<file path="config.mk">
export PLATFORM = sky130hd
export DESIGN_NAME = fp_mul_pipe
export DESIGN_NICKNAME = d
export VERILOG_FILES = /design/src/rtl/fp_mul_pipe.sv
export SDC_FILE = /design/constraint.sdc
export NUM_CORES = 2
export LEC_CHECK = 0
export CORE_MARGIN = 4
export CORE_UTILIZATION = 30
export CTS_BUF_LIST = sky130_fd_sc_hd__clkbuf_2
export DETAILED_ROUTE_END_ITERATION = 7
export PLACE_DENSITY = 0.55
export SLEW_MARGIN = 15
export SYNTH_ARGS = -nofsm -noshare
export SYNTH_HDL_FRONTEND = slang
export SYNTH_SLANG_ARGS = --single-unit
</file>
<file path="constraint.sdc">
create_clock -name clk -period 10.75 [get_ports clk]
set_clock_uncertainty 0.2 [all_clocks]
set_input_delay 1.6125 -clock clk [delete_from_list [all_inputs] [get_ports clk]]
set_output_delay 1.6125 -clock clk [all_outputs]
set_load 0.02 [all_outputs]
</file>
<file path="src/rtl/fp_mul_pipe.sv">
// Pipelined floating-point multiplier with valid/ready handshake, flush-to-zero and exception flags.
// Define FP_MUL_RNE_EN for round-to-nearest-even; otherwise the mantissa is truncated.
module fp_mul_pipe #(
  parameter int unsigned EXP_W = 8,
  parameter int unsigned MAN_W = 23
) (
  input  logic                       clk,
  input  logic                       rst,
  input  logic                       in_valid,
  output logic                       in_ready,
  input  logic [1+EXP_W+MAN_W-1:0]   a,
  input  logic [1+EXP_W+MAN_W-1:0]   b,
  output logic                       out_valid,
  input  logic                       out_ready,
  output logic [1+EXP_W+MAN_W-1:0]   result,
  output logic [3:0]                 flags
);
  localparam int unsigned W     = 1 + EXP_W + MAN_W;
  localparam int unsigned SIG_W = MAN_W + 1;
  localparam int unsigned P_W   = 2 * MAN_W + 2;
  localparam int unsigned E_W   = EXP_W + 2;
  localparam int unsigned BIAS  = (1 << (EXP_W - 1)) - 1;
  localparam logic [E_W-1:0] E_BIAS = E_W'(BIAS);
  localparam logic [E_W-1:0] E_MAX  = E_W'((1 << EXP_W) - 1);

  typedef enum logic [1:0] {K_NORM, K_ZERO, K_INF, K_NAN} kind_t;

  logic en;
  assign en       = !out_valid || out_ready;
  assign in_ready = en;

  // Unpack and classify
  logic [EXP_W-1:0] ea, eb;
  logic [MAN_W-1:0] ma, mb;
  logic             za, zb, ia, ib, na, nb;
  kind_t            kind_c;
  logic [E_W-1:0]   esum_c;

  assign ea = a[W-2 -: EXP_W];
  assign eb = b[W-2 -: EXP_W];
  assign ma = a[MAN_W-1:0];
  assign mb = b[MAN_W-1:0];
  assign za = (ea == '0);
  assign zb = (eb == '0);
  assign ia = (&ea) && (ma == '0);
  assign ib = (&eb) && (mb == '0);
  assign na = (&ea) && (ma != '0);
  assign nb = (&eb) && (mb != '0);
  assign esum_c = E_W'(ea) + E_W'(eb) - E_BIAS;

  always_comb begin
    kind_c = K_NORM;
    if (na || nb || (ia && zb) || (ib && za)) kind_c = K_NAN;
    else if (ia || ib)                        kind_c = K_INF;
    else if (za || zb)                        kind_c = K_ZERO;
  end

  // Pipeline state
  logic             v1, v2, v3;
  logic             s1_sign, s2_sign, s3_sign;
  kind_t            s1_kind, s2_kind, s3_kind;
  logic [SIG_W-1:0] s1_siga, s1_sigb;
  logic [E_W-1:0]   s1_exp, s2_exp, s3_exp;
  logic [P_W-1:0]   s2_prod;
  logic [MAN_W-1:0] s3_man;
  logic             s3_inexact;

  // Normalise: bits below the leading one, aligned so the mantissa starts at the top
  logic [P_W-2:0]   pn;
  logic [MAN_W-1:0] man_c, man_r;
  logic             guard_c, sticky_c;
  logic [E_W-1:0]   exp_n, exp_r;

  assign pn       = s2_prod[P_W-1] ? s2_prod[P_W-2:0] : {s2_prod[P_W-3:0], 1'b0};
  assign man_c    = pn[P_W-2 -: MAN_W];
  assign guard_c  = pn[P_W-2-MAN_W];
  assign sticky_c = |pn[P_W-3-MAN_W:0];
  assign exp_n    = s2_exp + E_W'(s2_prod[P_W-1]);

`ifdef FP_MUL_RNE_EN
  logic             round_up;
  logic [MAN_W:0]   man_sum;
  assign round_up = guard_c && (sticky_c || man_c[0]);
  assign man_sum  = {1'b0, man_c} + SIG_W'(round_up);
  assign man_r    = man_sum[MAN_W-1:0];
  assign exp_r    = exp_n + E_W'(man_sum[MAN_W]);
`else
  assign man_r    = man_c;
  assign exp_r    = exp_n;
`endif

  // Special-case resolution and packing
  logic [W-1:0] res_c;
  logic [3:0]   flags_c;

  always_comb begin
    res_c   = '0;
    flags_c = '0;
    case (s3_kind)
      K_NAN: begin
        res_c   = {1'b0, {EXP_W{1'b1}}, 1'b1, {(MAN_W-1){1'b0}}};
        flags_c = 4'b1000;
      end
      K_INF:  res_c = {s3_sign, {EXP_W{1'b1}}, {MAN_W{1'b0}}};
      K_ZERO: res_c = {s3_sign, {(EXP_W+MAN_W){1'b0}}};
      default: begin
        if ($signed(s3_exp) >= $signed(E_MAX)) begin
          res_c   = {s3_sign, {EXP_W{1'b1}}, {MAN_W{1'b0}}};
          flags_c = 4'b0101;
        end else if ($signed(s3_exp) <= 0) begin
          res_c   = {s3_sign, {(EXP_W+MAN_W){1'b0}}};
          flags_c = 4'b0011;
        end else begin
          res_c   = {s3_sign, s3_exp[EXP_W-1:0], s3_man};
          flags_c = {3'b000, s3_inexact};
        end
      end
    endcase
  end

  // Valid bits and output registers
  always_ff @(posedge clk) begin
    if (rst) begin
      v1        <= 1'b0;
      v2        <= 1'b0;
      v3        <= 1'b0;
      out_valid <= 1'b0;
      result    <= '0;
      flags     <= '0;
    end else if (en) begin
      v1        <= in_valid;
      v2        <= v1;
      v3        <= v2;
      out_valid <= v3;
      if (v3) begin
        result <= res_c;
        flags  <= flags_c;
      end
    end
  end

  // Datapath registers; contents only matter when the matching valid is set
  always_ff @(posedge clk) begin
    if (en) begin
      s1_sign    <= a[W-1] ^ b[W-1];
      s1_kind    <= kind_c;
      s1_siga    <= {1'b1, ma};
      s1_sigb    <= {1'b1, mb};
      s1_exp     <= esum_c;
      s2_sign    <= s1_sign;
      s2_kind    <= s1_kind;
      s2_prod    <= P_W'(s1_siga) * P_W'(s1_sigb);
      s2_exp     <= s1_exp;
      s3_sign    <= s2_sign;
      s3_kind    <= s2_kind;
      s3_exp     <= exp_r;
      s3_man     <= man_r;
      s3_inexact <= guard_c | sticky_c;
    end
  end
endmodule

</file>
Word level (Yosys, flattened, before mapping)
Cells that the tools add are included.
{ "word_totals": {"ff_bits": 197, "word_cells": 66, "inputBits": 68} }
{ "classes": {"n_eq_ne": 3, "n_lt_le_gt_ge": 2, "multipliers": 1, "bitwise_logic": 2, "n_mux": 9, "addsub": 3, "n_reduce_logical": 25} }
{ "op_table": {"columns": ["op", "count"], "rows": [
  ["case mux 32 bit (3 select lines)", 1],
  ["2-to-1 mux 31 bit", 2],
  ["multiplier 24 x 24 -> 48 bit", 1],
  ["2-to-1 mux 47 bit", 1],
  ["logical NOT 23 bit", 2],
  ["nonzero test 23 bit", 2],
  ["OR reduction 23 bit", 1],
  ["logical NOT 8 bit", 2],
  ["AND reduction 8 bit", 2],
  ["adder 10 x 1 -> 10 bit", 1],
  [">= comparator 10 x 9 -> 1 bit, second input constant", 1],
  ["<= comparator 10 x 1 -> 1 bit, second input constant", 1],
  ["subtractor 9 x 7 -> 10 bit, second input constant", 1],
  ["adder 8 x 8 -> 9 bit", 1],
  ["case mux 4 bit (2 select lines)", 1],
  ["logical AND 1 bit", 6],
  ["logical OR 1 bit", 6],
  ["equality test 2 bit, second input constant", 2],
  ["OR reduction 2 bit", 2],
  ["2-to-1 mux 3 bit", 1],
  ["equality test 2 x 1 -> 1 bit, second input constant", 1],
  ["2-to-1 mux 1 bit", 2],
  ["2-to-1 mux 2 bit", 1],
  ["AND reduction 2 bit", 1],
  ["other kinds (3)", 3]
]} }

Depth between registers and ports, before layout
{ "depth": {"ltp_word": 6, "mapped_depth": 27, "mapped_depth_nobuf": 25} }

Worst setup path before layout
No wires, ideal clock.
{ "synth_timing": {"path_type": "input to register", "startpoint": "input port out_ready", "endpoint": "register result[10]", "path_slack_ps": 2278, "setup_ps": 65, "arrival_ps": 8207, "cell_stages": 7, "path_cell_list": "nand2b_1 > clkbuf_1 > nand2_1 > nor4_1 > clkbuf_1 > a22oi_1 > nor2_1"} }
{ "synth_between": {"elab_chain_len": 2} }
{ "synth_rtl": {"columns": ["item", "line_no", "source"], "rows": [
  ["from (decl)", "14", "input logic out_ready,"],
  ["logical OR 1 bit", "29", "assign en = !out_valid || out_ready;"],
  ["via in_ready", "10", "output logic in_ready,"],
  ["AND reduction 2 bit (no line)", null, null],
  ["to (signal assigned)", "136", "result <= res_c;"],
  ["to (decl)", "15", "output logic [1+EXP_W+MAN_W-1:0] result,"]
]} }
The timed path passes the listed nets, and every way through them passes these cells.
A chain may end at the register's enable or synchronous reset.

Worst setup path in the final report
{ "layout_timing": {"startpoint": "register s1_siga[17]", "endpoint": "register s2_prod[47] (data pin)"} }
{ "layout_between": {"elab_chain_len": 1} }
{ "layout_rtl": {"columns": ["item", "line_no", "source"], "rows": [
  ["from (decl)", "62", "logic [SIG_W-1:0] s1_siga, s1_sigb;"],
  ["from (signal assigned)", "147", "s1_siga <= {1'b1, ma};"],
  ["multiplier 24 x 24 -> 48 bit", "152", "s2_prod <= P_W'(s1_siga) * P_W'(s1_sigb);"],
  ["to (signal assigned)", "152", null],
  ["to (decl)", "64", "logic [P_W-1:0] s2_prod;"]
]} }
Every way passes these cells.

==> flow_summary.json <==
{
  "post-dp-hpwl_um": 55100,
  "grt.busiest_layer": "met2",
  "arrival_ns": 8.84,
  "io_buffers": 105,
  "synth_top_area_share_pct": 37.3,
  "post-cts-setup-buffer-count": 0,
  "hold_buffers": 0,
  "rows": 107,
  "yosys_most_used_dff": "edfxtp_1",
  "cts.sinks": 197,
  "clock_path_buffers": 2,
  "maxSlewHeadroom_pct": 19.0,
  "crit_path_max_incr_delay_ns": 1.25,
  "whs_ns": 0.255,
  "area_growth_pct": 10.2,
  "start_util_pct": 30.4,
  "grt_antenna_before_repair": 2,
  "synth_area_um2": 25900,
  "path_buf_inv": 5,
  "place_congestion": 0.848,
  "cap_violations": 0,
  "rsz0062_at_grt": "no",
  "fmax_mhz": 121,
  "yosysTopAreaCell": "fa_1",
  "pre_cts_ws_ns": 2.76,
  "crit_path_frequent_cell": "fa_1",
  "critical_path.max_fanout": 24,
  "postSynthAreaPerCell_um2": 10.0,
  "grtUsageMet1_pct": 20.0,
  "grt_overflow": 0,
  "synth_edf_count": 157,
  "drtIter0Drc": 929,
  "start_kind": "flip-flop",
  "path_class": "reg -> reg",
  "ctsHtreeMaxLevel": 4,
  "drive_above_1_share_pct": 3.94,
  "pin_count": 106,
  "design.die.area_um2": 91200,
  "critPathTopFamily": "adder cells",
  "postRouteWirelength_um": 70500,
  "slew_viol_final": 0,
  "grt_pass1_vias": 18400,
  "chipWidth_um": 302,
  "use_met3_pct": 2.71,
  "final_nets": 3369,
  "status": "completed",
  "avgViaCountPerCell": 4.62,
  "hp-class": "reg -> reg",
  "hold_viol_final": 0,
  "cts_tree": "built",
  "grt_pass1_wl_um": 110000,
  "syn_inst": 2586,
  "gr-usage-met2_pct": 27.7,
  "setup_violations": 0,
  "dr_total_vias": 17500,
  "firstDrtPassIters": 7,
  "clock_latency_ns": 1.09,
  "synth_area_leaders": "fa_1 37%, edfxtp_1 18%, ha_1 9.2%",
  "die_h_um": 302,
  "fin_crit_sh_pct": 76.8,
  "drc": 0,
  "worst_slack_ns": 2.50,
  "worst_pin_slew_ns": 1.22,
  "yosys-top-cells-count": "584 x inv_1, 483 x fa_1, 294 x nand2_1, 249 x and2_1, 190 x ha_1",
  "async_reset_ff_share_pct": 0,
  "yosysSeqAreaShare_pct": 21.3,
  "track_usage_pct": 15.9,
  "root_buffer": "clkbuf_2",
  "path_cells": "nand2_1, fa_1, inv_1, fa_1, inv_1, fa_1, fa_1, inv_1, fa_1, fa_1, inv_1, fa_1, inv_1, ha_1, nand2_1, nor2_1, nand3_1, a21oi_1, a31o_2, nand4_1, a21oi_1, a31oi_1, xnor2_1",
  "grt_max_degree": 131,
  "drtAntennaViolNets": 0,
  "synth_warnings": 0,
  "post_drt_wl_per_cell_um": 18.6,
  "synth.distinct_cells": 59,
  "crit_required_ns": 11.34,
  "core_um2": 85400,
  "finish.utilization_pct": 33.4,
  "endpoint_kind": "flip-flop",
  "cp_slowest_cell": "edfxtp_1",
  "synth_fp_nets": 3327,
  "tns_ns": 0,
  "nFillCells": 8924,
  "reg2reg_slack_ns": 2.50,
  "cts-resized-gates": 0,
  "fin_crit_ns": 8.25,
  "ys_ff_latch": 197,
  "yosysMostFrequentCell": "inv_1",
  "clkSlewWorstSetupHoldPaths_ns": 0.44,
  "cts_buffers": 17
}
per-stage QoR:
stage / cells / cell area [um^2]
after floorplan: 2586 / 25900
after global placement: 3753 / 28300
after detailed placement: 3753 / 28300
after CTS: 3785 / 28600
after global routing: 3788 / 28600
final: 3788 / 28600
kinds of logic (layout without fill, tap and decap cells):
logic type	Yosys count	in the layout	share of synthesized area, %
other	0	3	0
buffers and inverters	703	758	10.2
xor gates and xnor gates	58	58	1.96
adders and majority gates	673	673	46.5
and+or+nand+nor	740	740	14.0
DFF	197	197	21.3
muxes	26	26	1.11
AOI/OAI and AO/OA	189	189	5.04
layout make-up:
type | instances | area, um^2 | area share, %
multi-input combinational | 1686 | 17800 | 62.3
sequential | 197 | 5520 | 19.3
inverter | 587 | 2200 | 7.71
tap | 1144 | 1430 | 5.01
timing repair buffer | 139 | 1320 | 4.62
clock inverter | 14 | 210 | 0.736
clock buffer | 18 | 90.1 | 0.315
antenna | 3 | 7.51 | 0.0263
cells in the final DEF (no fill, tap or decap), types with 3 or more instances in the layout:
cell type,netlist,final
diode_2,0,3
dfxtp_1,40,40
buf_4,0,33
mux2i_1,3,3
clkinv_8,0,3
nor2_1,103,103
mux2_2,23,23
ha_1,190,190
nand4_1,17,17
o21bai_1,7,7
a21o_1,31,31
xor2_1,23,23
nand2_1,294,294
clkdlybuf4s50_1,0,105
inv_1,584,584
edfxtp_1,157,157
a21oi_1,52,52
inv_8,0,3
nand3_1,16,16
o31ai_1,4,4
a221oi_1,3,3
a22oi_1,22,22
clkinv_1,3,3
a31oi_1,10,10
and3_1,5,5
clkbuf_2,0,18
o22ai_1,8,8
and2_1,249,249
nand2b_1,7,6
xnor2_1,35,35
fa_1,483,483
nor3_1,7,7
o21ai_0,26,26
nor4_1,25,24
nor2b_1,7,7
path summary, 6_finish.rpt:
| kind | start | to | depth (start not counted) |
|---|---|---|---|
| worst max-delay path | s1_siga[17] | s2_prod[47] | 23 |
| worst min-delay path | s1_exp[0] | s2_exp[0] | 0 |
| worst max register to register | s1_siga[17] | s2_prod[47] | 23 |
| worst min register to register | s1_exp[0] | s2_exp[0] | 0 |
metal layers:
| metal | up-vias | part of all wire [%] |
|---|---|---|
| met5 | - | 0 |
| met4 | 0 | 3.4 |
| met3 | 96 | 4.6 |
| met2 | 391 | 50 |
| met1 | 9036 | 42 |
| li1 | 7965 | - |
sequential cells by signal, indices dropped and copies added (netlist names), 2 cells and up:
register  cells
flags         4
result       32
s1_exp       10
s1_kind       2
s1_siga      23
s1_sigb      23
s2_exp       10
s2_kind       2
s2_prod      48
s3_exp       10
s3_kind       2
s3_man       23
Power is not shown: default switching activity piles up to over one toggle a cycle in this logic, so the estimate is an artifact.
